<file path="config.mk">
export PLATFORM = sky130hd
export DESIGN_NAME = seg7_scan_ctrl
export DESIGN_NICKNAME = d
export VERILOG_FILES = /design/src/rtl/seg7_pkg.sv /design/src/rtl/seg7_decode.sv /design/src/rtl/seg7_scan_ctrl.sv
export SDC_FILE = /design/constraint.sdc
export NUM_CORES = 1
export LEC_CHECK = 0
export CORE_ASPECT_RATIO = 1.2
export CORE_MARGIN = 4
export CORE_UTILIZATION = 35
export DETAILED_ROUTE_END_ITERATION = 10
export MAX_ROUTING_LAYER = met4
export PLACE_DENSITY = 0.55
export SYNTH_ARGS = -nofsm -noshare
export SYNTH_HDL_FRONTEND = slang
export SYNTH_HIERARCHICAL = 1
export SYNTH_SLANG_ARGS = --single-unit
</file>
<file path="constraint.sdc">
create_clock -name clk -period 5.3 [get_ports clk]
set_input_delay 1.06 -clock clk [delete_from_list [all_inputs] [get_ports clk]]
set_output_delay 1.06 -clock clk [all_outputs]
set_load 0.05 [all_outputs]
</file>
<file path="src/rtl/seg7_pkg.sv">
// Shared types and constants for the seven-segment scan controller.
package seg7_pkg;

  localparam int BCD_W = 4;

  typedef enum logic {
    SHOW  = 1'b0,
    BLANK = 1'b1
  } scan_state_e;

  // Active-low {dp,g,f,e,d,c,b,a}; dp is always off.
  localparam logic [7:0] SEG_0     = 8'hC0;
  localparam logic [7:0] SEG_1     = 8'hF9;
  localparam logic [7:0] SEG_2     = 8'hA4;
  localparam logic [7:0] SEG_3     = 8'hB0;
  localparam logic [7:0] SEG_4     = 8'h99;
  localparam logic [7:0] SEG_5     = 8'h92;
  localparam logic [7:0] SEG_6     = 8'h82;
  localparam logic [7:0] SEG_7     = 8'hF8;
  localparam logic [7:0] SEG_8     = 8'h80;
  localparam logic [7:0] SEG_9     = 8'h90;
  localparam logic [7:0] SEG_BLANK = 8'hFF;

endpackage

</file>
<file path="src/rtl/seg7_decode.sv">
// Combinational BCD nibble to active-low segment pattern; non-BCD codes blank.
module seg7_decode
  import seg7_pkg::*;
(
  input  logic [BCD_W-1:0] nib,
  output logic [7:0]       seg
);

  always_comb begin
    seg = SEG_BLANK;
    case (nib)
      4'd0: seg = SEG_0;
      4'd1: seg = SEG_1;
      4'd2: seg = SEG_2;
      4'd3: seg = SEG_3;
      4'd4: seg = SEG_4;
      4'd5: seg = SEG_5;
      4'd6: seg = SEG_6;
      4'd7: seg = SEG_7;
      4'd8: seg = SEG_8;
      4'd9: seg = SEG_9;
      default: seg = SEG_BLANK;
    endcase
  end

endmodule

</file>
<file path="src/rtl/seg7_scan_ctrl.sv">
// DIGITS-digit BCD counter with a round-robin, blank-gapped seven-segment scan.
// Macro SEG7_LZB_EN enables leading-zero blanking of the upper digits.
module seg7_scan_ctrl
  import seg7_pkg::*;
#(
  parameter int DIGITS   = 4,
  parameter int SCAN_DIV = 1000
) (
  input  logic                    clk,
  input  logic                    reset,
  input  logic                    load,
  input  logic [BCD_W*DIGITS-1:0] load_val,
  input  logic                    inc,
  output logic [7:0]              O,
  output logic [DIGITS-1:0]       an,
  output logic [BCD_W*DIGITS-1:0] count,
  output logic                    carry
);

  localparam int PW = $clog2(SCAN_DIV);
  localparam int IW = $clog2(DIGITS);
  localparam int CW = BCD_W * DIGITS;

  function automatic logic [BCD_W-1:0] clamp_bcd(input logic [BCD_W-1:0] n);
    return (n > 4'd9) ? '0 : n;
  endfunction

  logic [CW-1:0]    count_q;
  logic             carry_q;
  logic [CW-1:0]    load_clean;
  logic [CW-1:0]    count_inc;
  logic             all_nines;
  logic             rip;

  scan_state_e      state_q, state_d;
  logic [PW-1:0]    presc_q, presc_d;
  logic [IW-1:0]    idx_q, idx_d;

  logic [BCD_W-1:0] cur_nib;
  logic [7:0]       seg_dec;
  logic [7:0]       seg_show;
  logic [7:0]       seg_d;
  logic [DIGITS-1:0] an_d;
  logic [7:0]       seg_p1;
  logic [DIGITS-1:0] an_p1;

  // Counter: sanitised load and ripple-decimal increment
  always_comb begin
    load_clean = '0;
    count_inc  = count_q;
    rip        = 1'b1;
    for (int i = 0; i < DIGITS; i++) begin
      load_clean[BCD_W*i +: BCD_W] = clamp_bcd(load_val[BCD_W*i +: BCD_W]);
      if (rip) begin
        if (count_q[BCD_W*i +: BCD_W] == 4'd9) begin
          count_inc[BCD_W*i +: BCD_W] = '0;
        end else begin
          count_inc[BCD_W*i +: BCD_W] = count_q[BCD_W*i +: BCD_W] + 4'd1;
          rip = 1'b0;
        end
      end
    end
    all_nines = rip;
  end

  always_ff @(posedge clk) begin
    if (reset) begin
      count_q <= '0;
      carry_q <= 1'b0;
    end else begin
      carry_q <= 1'b0;
      if (load) begin
        count_q <= load_clean;
      end else if (inc) begin
        count_q <= count_inc;
        carry_q <= all_nines;
      end
    end
  end

  // Scan FSM: state register
  always_ff @(posedge clk) begin
    if (reset) begin
      state_q <= SHOW;
      presc_q <= '0;
      idx_q   <= '0;
    end else begin
      state_q <= state_d;
      presc_q <= presc_d;
      idx_q   <= idx_d;
    end
  end

  // Scan FSM: next state
  always_comb begin
    state_d = state_q;
    presc_d = presc_q;
    idx_d   = idx_q;
    case (state_q)
      SHOW: begin
        if (presc_q == PW'(SCAN_DIV - 1)) begin
          state_d = BLANK;
        end else begin
          presc_d = presc_q + 1'b1;
        end
      end
      BLANK: begin
        state_d = SHOW;
        presc_d = '0;
        idx_d   = (idx_q == IW'(DIGITS - 1)) ? '0 : idx_q + 1'b1;
      end
      default: state_d = SHOW;
    endcase
  end

  assign cur_nib = count_q[BCD_W*int'(idx_q) +: BCD_W];

  seg7_decode u_decode (
    .nib (cur_nib),
    .seg (seg_dec)
  );

`ifdef SEG7_LZB_EN
  logic [DIGITS-1:0] lead_zero;
  logic              run_zero;

  // A digit is a leading zero when it and every digit above it are zero.
  always_comb begin
    lead_zero = '0;
    run_zero  = 1'b1;
    for (int i = DIGITS - 1; i >= 1; i--) begin
      run_zero     = run_zero & (count_q[BCD_W*i +: BCD_W] == '0);
      lead_zero[i] = run_zero;
    end
  end

  assign seg_show = lead_zero[idx_q] ? SEG_BLANK : seg_dec;
`else
  assign seg_show = seg_dec;
`endif

  // Scan FSM: outputs
  always_comb begin
    seg_d = SEG_BLANK;
    an_d  = '1;
    if (state_q == SHOW) begin
      seg_d = seg_show;
      an_d  = ~(DIGITS'(1) << idx_q);
    end
  end

  // Output register stage _p1
  always_ff @(posedge clk) begin
    if (reset) begin
      seg_p1 <= SEG_BLANK;
      an_p1  <= '1;
    end else begin
      seg_p1 <= seg_d;
      an_p1  <= an_d;
    end
  end

  assign O     = seg_p1;
  assign an    = an_p1;
  assign count = count_q;
  assign carry = carry_q;

endmodule

</file>
Word level (Yosys, flattened, before mapping)
Memory sizes are Yosys's and may differ from the RTL's. A register that Yosys moved wholly into a read port is not among the register bits.
Index checks and enable logic that the tools add are counted.
Word-level totals
  bits in registers: 42
  word-level logic and storage cells: 67
  bits in read-only memories: 112
  output and inout bits: 29
  memories: 1
Memories
  (name not given): depth 16, width 7, read ports 1, clocked after memory_dff 1, wr ports 0, RTL line seg7_decode.sv:11  | case (nib)
Cells by class
  bitwise operators: 4
  magnitude comparators: 4
  eq/ne operators: 7
  reduce and logical (&&, ||, !) cells: 9
  shift-type cells: 2
  add/subtract/negate cells: 6
  mux-type cells: 24
Operators with widths (number)
  $mux 4: 11
  $mux 16: 2
  $pmux 10 s2: 1
  $add 4x1->4 const B: 4
  $eq 4x4->1 const B: 4
  $gt 4x4->1 const B: 4
  $shiftx 16x5->4: 1
  $add 10x1->10 const B: 1
  $eq 10x10->1 const B: 1
  $mux 10: 1
  $reduce_bool 2->1: 4
  $mux 1: 7
  $reduce_and 2->1: 3
  $not 4->4: 1
  $reduce_or 4->1: 1
  $shl 1x2->4 const A: 1
  $not 1->1: 3
  $add 2x1->2 const B: 1
  $eq 2x2->1 const B: 1
  $mux 2: 1
  $ne 2x2->1 const B: 1
  $pmux 1 s2: 1
  $reduce_or 2->1: 1

Longest topological paths before layout
  word-level depth: 7
  mapped depth: 8
  mapped depth without buffers: 7

Hierarchy
Netlist, hierarchy kept.
Modules (own cells, without submodules)
  seg7_scan_ctrl: cells each 232, instances 1, sequential area each 840.8 um^2, area each 2118.3 um^2
  seg7_decode: cells each 35, instances 1, sequential area each 0.0 um^2, area each 221.5 um^2

Worst setup path before layout
No wires, ideal clock.
  path kind: input to register
  from: input inc
  to: register count_q[14], in the netlist count[14]
  required time: 5.180 ns
  setup time: 0.120 ns
  stages: 4
  data arrival time: 2.151 ns
  path slack: 3.030 ns
  cells stage by stage: nand3b_4 or4_4 o21a_1 o31a_1
On the way
  cells in the longest elaborated chain, start to end: 2
RTL lines
  start: declaration: RTL line seg7_scan_ctrl.sv:13  | input logic inc,
  $reduce_bool 2->1 (no line)
  $reduce_and 2->1 (no line)
  end signal: assignment: RTL line seg7_scan_ctrl.sv:73  | count_q <= load_clean;
  end signal: assignment: RTL line seg7_scan_ctrl.sv:75  | count_q <= count_inc;
  end: declaration: RTL line seg7_scan_ctrl.sv:28  | logic [CW-1:0] count_q;
Every way passes these cells.
A chain may end at the register's enable or synchronous reset.

Worst setup path in the final report
  from: register count_q[2], in the netlist count[2]
  to: output count[2]
RTL lines
  end: declaration: RTL line seg7_scan_ctrl.sv:16  | output logic [BCD_W*DIGITS-1:0] count,
No word-level cell between the ends.

==> results.json <==
{
  "ios": 49,
  "die-area_mm2": 0.00806,
  "slowest_stage": "clkdlybuf4s50_1",
  "tns_ns": 0,
  "stdcell_count": 394,
  "root_buffer": "clkbuf_8",
  "worstHoldPathType": "flop to flop",
  "swShare_pct": 27.4,
  "power_density_mw_per_mm2": 267,
  "seqPwrFrac_pct": 43.4,
  "muxShareOfSynthArea_pct": 5.61,
  "hold_viol": 0,
  "wirelength_um": 5420,
  "synth-xor-area-share_pct": 4.87,
  "ctsLongestPathBuffers": 2,
  "intPower_mw": 0.579,
  "worst-setup-path-type": "flop to output port",
  "cp_top_family": "buffers and inverters",
  "rrSetupSlack_ns": 3.03,
  "cap_viol_max_count": 0,
  "dp.cells": 386,
  "synth_edf_count": 0,
  "power.total_mw": 0.797,
  "dieWidth_um": 82.6,
  "dpl_cell_area_mm2": 0.00285,
  "synth.distinct_cells": 58,
  "outcome": "complete, no violations",
  "place_congestion": 0.766,
  "ys_async_sr_fraction_pct": 0,
  "cts_resized": 0,
  "insertedDiodeCount": 0,
  "clk_latency_ns": 0.30,
  "final_nets": 338,
  "areaGrowthSynthToFinish_pct": 27.9,
  "yosysSeqAreaShare_pct": 35.9,
  "grt_pass1_vias": 1953,
  "synth-adder-area-share_pct": 5.35,
  "crit_path_end_kind": "output port",
  "fin_skew_ns": 0.00746,
  "cts-htree-levels": 2,
  "vias_per_cell": 5.04,
  "fin_area_mm2": 0.00299,
  "power_frac_comb_pct": 18.4,
  "numPortBuffers": 48,
  "whs_ns": 0.524,
  "clkTransAtPathRegs_ns": 0.08,
  "antenna_left": 0,
  "clock_power_share_pct": 38.2,
  "synth_common_cells": "42 x dfxtp_1, 24 x nor2_1, 21 x nand2_1",
  "grt_max_degree": 26,
  "drt_first_iter_violations": 76,
  "power_switching_mw": 0.219,
  "min_period_ns": 2.78,
  "slew_violations": 0,
  "vdd_ir_drop_max_v": 0.000121,
  "fill_cells": 622,
  "cp_slowest_stage_delay_ns": 0.88,
  "leakagePower_nw": 1.06,
  "rsz0062_at_grt": "no",
  "coreArea_mm2": 0.00645,
  "cp_data_required_time_ns": 4.24,
  "yosysMostFrequentCell": "dfxtp_1",
  "cp_cell_sequence": "clkdlybuf4s50_1",
  "grt_pass1_wl_um": 9070,
  "drc": 0,
  "postCtsSetupRepairBufs": 0,
  "setup_viol": 0,
  "synth_top_cell_area_share_pct": 35.9,
  "yosys.area_share.simple_pct": 28.8,
  "grt-ovfl-total": 0,
  "synthFlopType": "dfxtp_1",
  "grt_use_total_pct": 14.9,
  "path_buf_inv": 1,
  "crit_fanout": 7,
  "syn_area_mm2": 0.00234,
  "cts_hold_repair.buffers": 0,
  "synth_compound_area_share_pct": 14.4,
  "fin_ws_ns": 2.52,
  "worst_pin_slew_ns": 0.888,
  "max_slew_margin_pct": 40.6,
  "cts_buffers": 5,
  "fmax_mhz": 360,
  "clock_sinks": 42,
  "ys_ff_latch": 42,
  "yosysTopAreaCell": "dfxtp_1",
  "place_ws_ns": 2.27,
  "drive_above_1_share_pct": 7.77,
  "fin_util_pct": 46.4,
  "wire_per_inst_um": 13.8,
  "netlist_instances": 267,
  "synth.net_count": 297,
  "yosysWarnings": 6,
  "dpl.hpwl_um": 3990,
  "cts_tree": "yes",
  "first_pass_iters": 4,
  "synth_area_leaders": "dfxtp_1 36%, ha_1 5.3%, xnor2_1 4.1%",
  "synth_top_family_by_area": "simple AND/OR/NAND/NOR gates",
  "syn_area_per_cell_um2": 8.76,
  "die_h_um": 97.6,
  "fin_crit_sh_pct": 52.4,
  "cp-start-kind": "flop",
  "antenna_found_initial": 0,
  "rows": 32,
  "vias": 1987,
  "worstPathArrival_ns": 1.72,
  "initial_core_util_pct": 36.3
}
layout make-up:
class	instances	area [µm²]	area share, %
timing repair buffer	48	480	16.1
multi-input combinational	200	1390	46.3
inverter	11	41.3	1.38
clock buffer	5	68.8	2.30
tap	85	106	3.55
sequential	42	841	28.1
clock inverter	3	68.8	2.30
flip-flops by register name, summed over array words and instances (netlist names):
name     count
an           4
O            8
state_q      1
presc_q     10
count       16
carry        1
idx_q        2
cells by family (layout without fill, tap and decap cells):
group | after synthesis | after routing
simple gates | 114 | 114
compound gates | 54 | 54
xor+xnor | 13 | 13
fa+ha+maj | 10 | 10
flops | 42 | 42
buf+inv | 25 | 67
mux | 8 | 8
other cells | 1 | 1
routing by layer:
layer / vias to the layer above / share of wire [%] / track usage, %
li1: 1025 / - / -
met1: 905 / 47 / 18.5
met2: 49 / 47 / 23.6
met3: 8 / 4.1 / 2.88
met4: 0 / 1.9 / 5.28
met5: - / 0 / -
cells in the final DEF (no fill, tap or decap), types with 10 or more instances in the layout:
master / count
clkdlybuf4s50_1: 48
dfxtp_1: 42
nor2_1: 24
nand2_1: 21
o21ai_0: 19
a21oi_1: 15
nand2b_1: 12
xnor2_1: 11
inv_1: 10
nor3_1: 10
or3_1: 10
ha_1: 10
final timing paths:
path                            depth (start not counted)       start         end
worst max-delay path                                    1    count[2]    count[2]
worst min-delay path                                    2  presc_q[3]  presc_q[3]
worst max register to register                          6    idx_q[1]        O[3]
worst min register to register                          2  presc_q[3]  presc_q[3]
power groups by stage:
stage	combinational [mW]	clock, mW	sequential (mW)
after global routing	0.160	0.323	0.349
final	0.147	0.304	0.346
after floorplan	0.0561	0	0.391
after CTS	0.148	0.313	0.346
after global placement	0.146	0	0.354
after detailed placement	0.147	0	0.353
Power figures use the tool's default switching activity.
